**config.mk**
```make
export PLATFORM = sky130hd
export DESIGN_NAME = spiflash_ctrl
export DESIGN_NICKNAME = d
export VERILOG_FILES = /design/src/rtl/spiflash_ctrl.sv
export SDC_FILE = /design/constraint.sdc
export NUM_CORES = 1
export LEC_CHECK = 0
export BUFFER_PORTS_ARGS = -buffer_cell sky130_fd_sc_hd__buf_2
export CAP_MARGIN = 20
export CORE_MARGIN = 3
export CORE_UTILIZATION = 41
export DETAILED_ROUTE_END_ITERATION = 6
export SLEW_MARGIN = 25
export SYNTH_ARGS = -nofsm -noshare
export SYNTH_HDL_FRONTEND = slang
export SYNTH_SLANG_ARGS = --single-unit
```
**constraint.sdc**
```tcl
create_clock -name clk -period 2.22 [get_ports clk]
set_input_delay 0.222 -clock clk [delete_from_list [all_inputs] [get_ports clk]]
set_output_delay 0.222 -clock clk [all_outputs]
set_load 0.02 [all_outputs]
```
**src/rtl/spiflash_ctrl.sv**
```systemverilog
// SPI NOR flash host sequencer: one byte read/write per 49-bit frame
// (32-bit address, 8-bit command, 8-bit data, 1 commit bit), SPI mode 0.
module spiflash_ctrl #(
    parameter int DIV = 2,
    parameter int GAP = 4
) (
    input  logic        clk,
    input  logic        reset,
    input  logic        ReqValid,
    output logic        ReqReady,
    input  logic        ReqWrite,
    input  logic [31:0] ReqAdr,
    input  logic [7:0]  ReqWData,
    output logic        RspValid,
    output logic [7:0]  RspRData,
    output logic        Busy,
    output logic        SCLK,
    output logic        CS,
    output logic        MOSI,
    input  logic        MISO
);
    // Request handshake: a request transfers on a rising clk edge where
    // ReqValid and ReqReady are both high; ReqValid while not ready is dropped.
    typedef enum logic [2:0] {IDLE, SETUP, SHIFT, HOLD, GAPW} state_t;

    state_t      state, state_nxt;
    logic [15:0] cnt, cnt_nxt;
    logic [6:0]  half, half_nxt;
    logic [48:0] sh, sh_nxt;
    logic [7:0]  rx, rx_nxt;
    logic        wr, wr_nxt;
    logic        sclk_nxt, cs_nxt, ready_nxt, rsp_v_nxt;
    logic [7:0]  rsp_d_nxt;

    // MOSI is the head of the frame shift register, so it moves only when
    // the register shifts, which happens on falling-edge cycles.
    assign MOSI = sh[48];
    assign Busy = (state != IDLE);

    always_comb begin
        state_nxt = state;
        cnt_nxt   = cnt + 16'd1;
        half_nxt  = half;
        sh_nxt    = sh;
        rx_nxt    = rx;
        wr_nxt    = wr;
        sclk_nxt  = SCLK;
        rsp_v_nxt = 1'b0;
        rsp_d_nxt = RspRData;
        case (state)
            IDLE: begin
                cnt_nxt = 16'd0;
                if (ReqValid && ReqReady) begin
                    state_nxt = SETUP;
                    wr_nxt    = ReqWrite;
                    sh_nxt    = {ReqAdr, (ReqWrite ? 8'h02 : 8'h01),
                                 (ReqWrite ? ReqWData : 8'h00), 1'b0};
                    rx_nxt    = 8'h00;
                end
            end
            SETUP: begin
                if (cnt == 16'(DIV - 1)) begin
                    state_nxt = SHIFT;
                    cnt_nxt   = 16'd0;
                    half_nxt  = 7'd0;
                    sclk_nxt  = 1'b1;
                end
            end
            SHIFT: begin
                // Even half-periods have SCLK high, odd ones low; the last
                // (97th) low half keeps SCLK parked before HOLD.
                if (cnt == 16'(DIV - 1)) begin
                    cnt_nxt = 16'd0;
                    if (half == 7'd97) begin
                        state_nxt = HOLD;
                        sclk_nxt  = 1'b0;
                    end else begin
                        half_nxt = half + 7'd1;
                        sclk_nxt = ~SCLK;
                        if (!half[0])
                            sh_nxt = {sh[47:0], 1'b0};
                        else if (half >= 7'd79 && half <= 7'd93)
                            rx_nxt = {rx[6:0], MISO};
                    end
                end
            end
            HOLD: begin
                if (cnt == 16'(DIV - 1)) begin
                    cnt_nxt   = 16'd0;
                    rsp_v_nxt = 1'b1;
                    rsp_d_nxt = wr ? 8'h00 : rx;
                    state_nxt = (GAP > 1) ? GAPW : IDLE;
                end
            end
            GAPW: begin
                // The IDLE cycle before the next accept is the last gap cycle.
                if (cnt == 16'(GAP - 2))
                    state_nxt = IDLE;
            end
            default: state_nxt = IDLE;
        endcase
        cs_nxt    = !(state_nxt == SETUP || state_nxt == SHIFT || state_nxt == HOLD);
        ready_nxt = (state_nxt == IDLE);
    end

    always_ff @(posedge clk) begin
        if (reset) begin
            state    <= IDLE;
            cnt      <= 16'd0;
            half     <= 7'd0;
            sh       <= 49'd0;
            rx       <= 8'h00;
            wr       <= 1'b0;
            SCLK     <= 1'b0;
            CS       <= 1'b1;
            ReqReady <= 1'b0;
            RspValid <= 1'b0;
            RspRData <= 8'h00;
        end else begin
            state    <= state_nxt;
            cnt      <= cnt_nxt;
            half     <= half_nxt;
            sh       <= sh_nxt;
            rx       <= rx_nxt;
            wr       <= wr_nxt;
            SCLK     <= sclk_nxt;
            CS       <= cs_nxt;
            ReqReady <= ready_nxt;
            RspValid <= rsp_v_nxt;
            RspRData <= rsp_d_nxt;
        end
    end
endmodule

```
==> results of run 1 <==
## flip-flops by register name, summed over array words and instances, names as in the netlist
| register | count |
|---|---|
| CS | 1 |
| ReqReady | 1 |
| RspRData | 8 |
| RspValid | 1 |
| SCLK | 1 |
| cnt | 16 |
| half | 7 |
| rx | 8 |
| sh | 48 |
| state | 3 |
| wr | 1 |
## power groups by stage
| stage | clock, mW | combinational, mW | sequential (mW) |
|---|---|---|---|
| final | 1.60 | 0.372 | 1.77 |
| after global routing | 1.71 | 0.410 | 1.78 |
| after CTS | 1.64 | 0.376 | 1.77 |
| after detailed placement | 0 | 0.375 | 1.81 |
| after global placement | 0 | 0.368 | 1.81 |
| after floorplan | 0 | 0.261 | 1.81 |
## worst max-delay path: cells and delay by family, from the launching register on
kind	cells	cell delay [ns]
and+or+nand+nor	3	1.25
DFF	1	0.36
buffers and inverters	1	0.20
AOI/OAI and AO/OA	1	0.16
## stage by stage
step | power, mW | area, um2 | cells | worst slack (ns) | hold slack (ns)
after floorplan | 2.07 | 4910 | 554 | 0.361 | 0.364
after global placement | 2.18 | 5380 | 742 | 0.204 | 0.447
after detailed placement | 2.19 | 5380 | 742 | 0.163 | 0.456
after CTS | 3.79 | 5690 | 758 | 0.165 | 0.109
after global routing | 3.90 | 5710 | 759 | 0.0339 | 0.132
final | 3.75 | 5710 | 759 | 0.182 | 0.120
## placed cells by master, fill, tap and decap left out, types with 14 or more instances in the layout
cell type,synthesis,final
sky130_fd_sc_hd__mux2i_1,14,14
sky130_fd_sc_hd__nand3_1,26,26
sky130_fd_sc_hd__a21oi_1,56,56
sky130_fd_sc_hd__dfxtp_1,95,95
sky130_fd_sc_hd__nor2_1,22,22
sky130_fd_sc_hd__buf_2,8,58
sky130_fd_sc_hd__nand2_1,103,103
sky130_fd_sc_hd__buf_4,2,21
sky130_fd_sc_hd__nor2b_1,39,39
sky130_fd_sc_hd__mux2_4,36,36
## layout make-up
class | count | area, um2
clock buffer | 12 | 256
clock inverter | 4 | 53.8
fill | 1129 | 5860
inverter | 11 | 41.3
multi-input combinational | 413 | 2790
sequential | 95 | 1900
tap | 143 | 179
timing repair buffer | 81 | 488
## timing repair
| item | 4_1_cts | 5_1_grt |
|---|---|---|
| setup buffers | 0 | 1 |
| endpoints found under the hold margin | 0 | 0 |
| gates resized for setup | 0 | 1 |
| hold buffers | 0 | 0 |
| endpoints found under the setup margin | 0 | 8 |
## how the worst max path moves through the flow
stage	slack [ns]	to	start	cells after the start
3_3_place_gp	0.20	rx[3]	half[1]	6
2_1_floorplan	0.36	sh[20]	state[0]	5
3_5_place_dp	0.16	rx[7]	half[1]	6
4_1_cts	0.16	rx[6]	half[1]	6
6_report	0.18	half[3]	cnt[13]	5
5_1_grt	0.03	rx[2]	half[1]	7
## kinds of logic after synthesis
logic type               Yosys count  synth area share, %
flip-flops                        95                 38.8
AND/OR/NAND/NOR                  245                 25.7
adder cells (fa/ha/maj)            5                 1.28
multiplexers                      53                 14.6
XOR/XNOR                          14                 2.50
buffers and inverters             46                 4.49
AO/OA/AOI/OAI                     96                 12.7
## per-layer routing
layer | global-route usage (%) | vias to the layer above
met1 | 23.1 | 1912
met3 | 4.32 | 8
met4 | 4.30 | 0
li1 | - | 2048
met5 | 0 | -
met2 | 26.2 | 66
==> results summary, run 1 <==
After detailed routing, the met3 layer carries 408 um of wire. After layout, the worst path uses 91.8% of the clock period. The worst clock skew came out at ~0.0070 ns. The clock network fraction of design power is between 40% and 50%.

After the last flow step, the layout net total stands at 661. The post-route core utilization is 49.4%. The static power due to leakage came out at 2.28 nW.

The worst register-to-register path begins at cnt[13]. The maximum number of pins on one net before global-route repair came out at 44. Counting instances in the post-synthesis netlist gives the leading cell types as sky130_fd_sc_hd__nand2_1 (103), sky130_fd_sc_hd__dfxtp_1 (95), sky130_fd_sc_hd__a21oi_1 (56), sky130_fd_sc_hd__nor2b_1 (39), sky130_fd_sc_hd__mux2_4 (36). The final number of max-transition violations came out at 0.

The estimated wirelength of the detail-placed design came out at 7330 um. The synthesized area per cell came out at 8.86 um2. The number of vias per cell is 5.31. In this run, flip-flops and latches consume 47.3% of the power.

The count of cells along the worst register-to-register path is 5. The detail route stage leaves a number of antenna-violating nets equal to 0. The worst min-delay path endpoint is rx[0]. The synthesized netlist occupies a cell area of 4910 um2. The total I/O pin count is 59. Cells with a size suffix above 1 make up 24.0% of the layout.

Global routing used 16.8% of the available tracks across all layers. The root buffer cell chosen for the clock tree is sky130_fd_sc_hd__clkbuf_16. The DRC violation count after routing is 0. The total length of routed met2 wires is around 5000 um. The number of global-route vias before repair is 3793. The global-route wire length before repair came out at 18100 um. The maximum vdd drop is 0.397 mV. The number of antenna violations at the first check in global routing is 0. The slowest cell on the critical path is sky130_fd_sc_hd__or4_1.

The power spent charging and discharging nets came out at between 0.8 and 0.9 mW. Detailed routing inserted a total of 4034 vias. The total power divided by cell area came out at 657 nW/um2. The endpoint identified for the worst register-to-register timing path is half[3]. The number of optimization iterations in the first detailed-route pass came out at 5. The number of enable-type register cells in the synthesized netlist is 0. The detailed-route wire length on metal 1 came out at 5310 um. The min-delay analysis places its worst path in the category primary input to flip-flop. Wires add up to 10700 um. The number of buffers between clock root and the deepest sink came out at 2. The initial standard-cell utilization of the core is a little over two fifths. The sum of negative setup slack came out at 0 ns.

The top layer used by detailed routing is met4. The endpoint required time on the critical path came out at 2.49 ns. For this run, the number of Yosys warnings is 0. Headroom to the max-slew limit came out at 64.8%. The final weighted congestion of routability-driven global placement came out at 0.852. The synthesized netlist cell count is 554. The signal on the critical path passes through nor4_2, buf_4, nand4_2, or4_1, a21oi_1. The longest individual stage delay on the worst path is 0.56 ns. The overall overflow remaining after global route came out at 0. The placeable core region is 11600 um2. Measured along the x axis, the die boundary spans approximately 120 um. The fraction of power spent switching nets is 23.5%. TritonCTS created 9 clock buffers. In the post-synthesis netlist, the biggest area contributors are sky130_fd_sc_hd__dfxtp_1 (39%), sky130_fd_sc_hd__mux2_4 (11%), sky130_fd_sc_hd__nand2_1 (7.9%), sky130_fd_sc_hd__a21oi_1 (5.7%), sky130_fd_sc_hd__nor2b_1 (5.0%). The setup check on the worst reg-to-reg path leaves a slack of 0.18 ns. The slew at the pin closest to its max-slew limit came out at ~0.53 ns. The share of synthesized flip-flops with an asynchronous set or reset is 0%. Counting every sink on the clock net gives 95. The total internal power is 2.87 mW. The worst setup path is launched from a flip-flop.

Dividing the detail-routed wire length by the instance count gives 14.1 um. The diode insertion count for antenna repair came out at 0. The launch instance of the worst min-delay path is MISO.

The initial DRC count is around 240. The die covers approximately 13000 um2. Yosys mapped the design onto 53 distinct sky130hd cell types.

The H-tree was split into 3 levels. The achievable clock frequency is 491 MHz. Among all cell types in the netlist, the one instantiated most often is sky130_fd_sc_hd__nand2_1. The fraction of synthesized cell area taken by the top area cell type came out at approximately two fifths. In this run, synthesis produced a sequential element count of 95. The hold violation total from the final report is 0.

The source-to-sink clock delay at the later pin of the worst-skew pair is 0.35 ns. TritonCTS built the clock tree. In the synthesized netlist the dominant register cell turns out to be sky130_fd_sc_hd__dfxtp_1.

The number of nets handed over by synthesis was 604. STA classifies the critical path endpoint as a flip-flop. The count of standard-cell rows came out at 39. The hold-critical path depth is 3. The count of max-cap constraint violations came out at 0.

The combinational share of power is approximately a tenth. Of the synthesized area, sequential elements account for 38.8%. The clock-pin slew of the registers on the worst-case setup and hold paths came out at 0.06 ns.

The total setup violations reported at the end of the flow is 0. The clock period minus final worst setup slack is just over 2 ns. For the worst setup path, the data arrival time is 2.31 ns.

The chip height is about 120 um. The area growth from synthesis to layout is 16.4%. The maximum fanout along the worst path is 8. The worst setup path is of the flip-flop to flip-flop kind. The cell type with the largest total area after synthesis is sky130_fd_sc_hd__dfxtp_1. The flow ran to the end, and the final reports show no timing, DRC or antenna violations.

The count of buffers from port buffering is 58. Setup repair after global routing left no endpoint under its margin.
Power figures use the tool's default switching activity.
==> run 2, diff against run 1 <==
- ABC_AREA: default -> 1
- MAX_ROUTING_LAYER: default -> met4
==> run 2 against run 1 <==
Net effect: hold slack better by 0.083 ns; synthesized area down 9.3%; wire length decreased by 9.6%; die area down 8.8%; critical path type unchanged; largest cell class unchanged.
==> results summary, run 2 <==
The flow ran to the end, and the final reports show no timing, DRC or antenna violations. The register with the most flip-flops in the layout has 48 of them. sh holds more flip-flops than any other register.

The adder-cell share of the synthesized area came out at 1.41%. The class of the worst hold path is primary input to flip-flop. In this run the tightest slew margin relative to its limit is around three quarters. For the worst setup path, the data required time is 2.53 ns. At the pin with the least slew margin, the transition time is 0.403 ns. The post-route worst hold slack came out at around 0.20 ns. The global routing met2 resource utilization came out at 28.9%. The parity-gate share of the synthesized area counting xor and xnor cells is 1.18%. In the global route stage, met1 resource usage came out at 20.3%. The largest registers in the layout are sh (48), cnt (16).

The number of vias per cell came out at 4.74. After synthesis, the cell types taking the most area are sky130_fd_sc_hd__dfxtp_1 (43%), sky130_fd_sc_hd__nand2_1 (17%), sky130_fd_sc_hd__nor2_1 (13%), sky130_fd_sc_hd__o21ai_0 (6.2%), sky130_fd_sc_hd__nand3_1 (3.8%). The overall overflow remaining after global route came out at 0. The final wirelength came out at 9690 um. Across all layers, the routed design uses 4087 vias. The hold violation total from the final report is 0.

The count of warnings emitted by yosys is 0. The H-tree was split into 3 levels. The synthesized design contains 95 register bits.

Of the post-synthesis cell area, the dominant cell type holds 42.7%. The clock period minus final worst setup slack came out at 1.88 ns. The synthesized area per cell came out at 6.59 um2. The achievable clock frequency is 532 MHz. The number of antenna-violating nets in the routed design came out at 0.

Across the run, the number of max-cap violations was 0. 59 I/O pins were placed. The maximum fanout along the worst path is 27. The number of buffers added to fix hold violations after cts came out at 0. The congestion estimate from routability-driven global placement came to around 0.88. The diode insertion count for antenna repair is 0. The total number of clock tree sinks came out at 95.

The tree is rooted in a sky130_fd_sc_hd__clkbuf_8. The area share of and/or/nand/nor cells after synthesis is 36.5%. The share of the cycle needed by the critical path after routing came out at 84.7%. The largest family of logic cells by synthesized area is simple AND/OR/NAND/NOR gates. Clock-pin slew was measured on the worst setup and hold paths at 0.09 ns.

The number of resized instances in the post-cts repair step came out at 0. The post-synthesis compound-gate area fraction came out at 10.9%. In the post-synthesis netlist, the cell with the most instances is sky130_fd_sc_hd__nand2_1. The synthesized area is 4450 um2. The estimated wirelength of the detail-placed design came out at 6600 um. The net count of the finished layout is 772.

The layer flagged by global routing as most heavily used is met2. Between clock sinks in the finished design, the worst skew comes to between 0.009 and 0.01 ns. The number of antenna violations at the first check in global routing is 0.

The initial standard-cell utilization of the core came out at 42.5%. The number of optimization iterations in the first detailed-route pass came out at 4. The total setup violations reported at the end of the flow is 0.

The net count after synthesis is 725. In this run the standard cell core region covers 10500 um2. The library cell used most frequently in the layout, excluding fill and tap cells, is sky130_fd_sc_hd__nand2_1.

After floorplanning, the core was divided into 37 placement rows. The number of clock buffers inserted by TritonCTS is 9. The total power divided by cell area came out at just under 700 nW/um2. The cell type with the largest total area after synthesis is sky130_fd_sc_hd__dfxtp_1. The area growth from synthesis to layout is 13.8%. The number of post-CTS setup repair buffers is 0. After synthesis, the most frequently instantiated cells are sky130_fd_sc_hd__nand2_1 (199), sky130_fd_sc_hd__nor2_1 (153), sky130_fd_sc_hd__dfxtp_1 (95), sky130_fd_sc_hd__o21ai_0 (55), sky130_fd_sc_hd__inv_1 (43). The number of global-route vias before repair is 3674. The DRC violation count after routing is 0. The fraction of layout instances using a drive strength above 1 is 12.7%.

TritonCTS built the clock tree. The detailed-route wire length per cell is 11.2 um. The global-route wire length before repair is 16100 um.

Entering global routing, the biggest net connects 66 pins. During placement, the flow inserted port buffers numbering 58. The global routing met3 resource utilization came out at 4.37%.

The maximum vdd drop came out at 0.453 mV. At the later pin of the worst-skew pair, clock insertion delay measures 0.36 ns. The number of unique standard cell types used by synthesis is 30. The initial DRC count came out at 171. The final number of max-transition violations came out at 0.

The static power due to leakage came out at between 2 and 2.5 nW. The critical path class is flip-flop to flip-flop. The arrival time reported for the critical path endpoint is about 2.2 ns.

The sum of negative setup slack came out at 0 ns. The floorplan step defined a die boundary enclosing between 10000 and 15000 um2. Setup repair after global routing left no endpoint under its margin. The chip height came out at between 100 and 150 um. STA classifies the critical path endpoint as a flip-flop. Of the post-synthesis cell area, the part taken by muxes is 0%. The number of buffers between clock root and the deepest sink came out at 2. The most common flop cell mapped by yosys is sky130_fd_sc_hd__dfxtp_1.

Yosys mapped a number of flops with a built-in enable equal to 0. The share of the Yosys chip area taken by registers is 42.7%. In the layout the commonest cells are sky130_fd_sc_hd__nand2_1 (199), sky130_fd_sc_hd__nor2_1 (153), sky130_fd_sc_hd__dfxtp_1 (95).

Across every metal layer, demand over resource in global routing totals 17.1%. The share of synthesized flip-flops with an asynchronous set or reset came out at 0%. Synthesis handed over a netlist of 675 instances.

The worst setup path is launched from a flip-flop. From left edge to right edge, the die measures 110 um.
## run 2: cell count changes after synthesis, sizes merged, moves of 8 or more
cell    delta
nor2b     -39
xnor2      -8
nand3      +9
a22o       -8
nand2    +100
o211ai     -9
nor2     +132
a21oi     -35
inv       +36
nor4       -8
o21ai     +54
mux2i     -14
mux2      -39
## run 2: final cells by class
| cell class | count | area, um2 |
|---|---|---|
| fillers | 1107 | 5400 |
| repair buffers | 65 | 380 |
| flip-flops and latches | 95 | 1900 |
| clock buffers | 11 | 141 |
| multi-input cells | 505 | 2220 |
| inverters | 46 | 175 |
| clock inverters | 4 | 70.1 |
| well taps | 136 | 170 |
## run 2: critical path, cell delays in order (launching register included)
cell and delay (ns):
sky130_fd_sc_hd__dfxtp_1 0.48, sky130_fd_sc_hd__nor2_2 0.10, sky130_fd_sc_hd__nand2_4 0.09, sky130_fd_sc_hd__buf_4 0.28, sky130_fd_sc_hd__nor2_1 0.11, sky130_fd_sc_hd__nor2_1 0.19, sky130_fd_sc_hd__nand3_1 0.14, sky130_fd_sc_hd__nor2_1 0.28
sky130_fd_sc_hd__nor2_1 0.07, sky130_fd_sc_hd__nor2_1 0.10
## run 2: metal layers
layer  wire length (um)  vias up
met5                  0        -
met4                101        0
met3                336       11
met2               4500       55
met1               4760     1820
li1                   -     2201
## run 2: power breakdown
part	switching, mW	internal, mW	total, mW
clock network	0.583	0.656	1.24
registers	0.0514	1.80	1.85
logic	0.261	0.166	0.427
## run 2: kinds of logic (layout without fill, tap and decap cells)
logic type | after synthesis | in the layout
flip-flops | 95 | 95
buffers and inverters | 75 | 126
AO/OA/AOI/OAI | 89 | 89
XOR/XNOR | 6 | 6
adder cells (fa/ha/maj) | 5 | 5
AND/OR/NAND/NOR | 405 | 405
## run 2: path summary, 6_finish.rpt
| kind | from | endpoint | slack, ns | cells after the start |
|---|---|---|---|---|
| worst max-delay path | state[2] | rx[5] | 0.34 | 9 |
| worst min-delay path | reset | sh[16] | 0.20 | 2 |
| worst max register to register | state[2] | rx[5] | 0.34 | 9 |
| worst min register to register | sh[8] | sh[8] | 0.46 | 2 |
## run 2: stage by stage
| step | area, um2 | util [%] | setup WS [ns] | power [mW] | cells |
|---|---|---|---|---|---|
| 2_1_floorplan | 4450 | - | 0.668 | 2.20 | 675 |
| 3_5_place_dp | 4850 | 46.4 | 0.376 | 2.33 | 847 |
| 3_3_place_gp | 4850 | 46.4 | 0.362 | 2.31 | 847 |
| 4_1_cts | 5060 | 48.4 | 0.352 | 3.57 | 862 |
| 5_1_grt | 5060 | 48.4 | 0.110 | 3.70 | 862 |
| 6_report | 5060 | 48.4 | 0.340 | 3.52 | 862 |
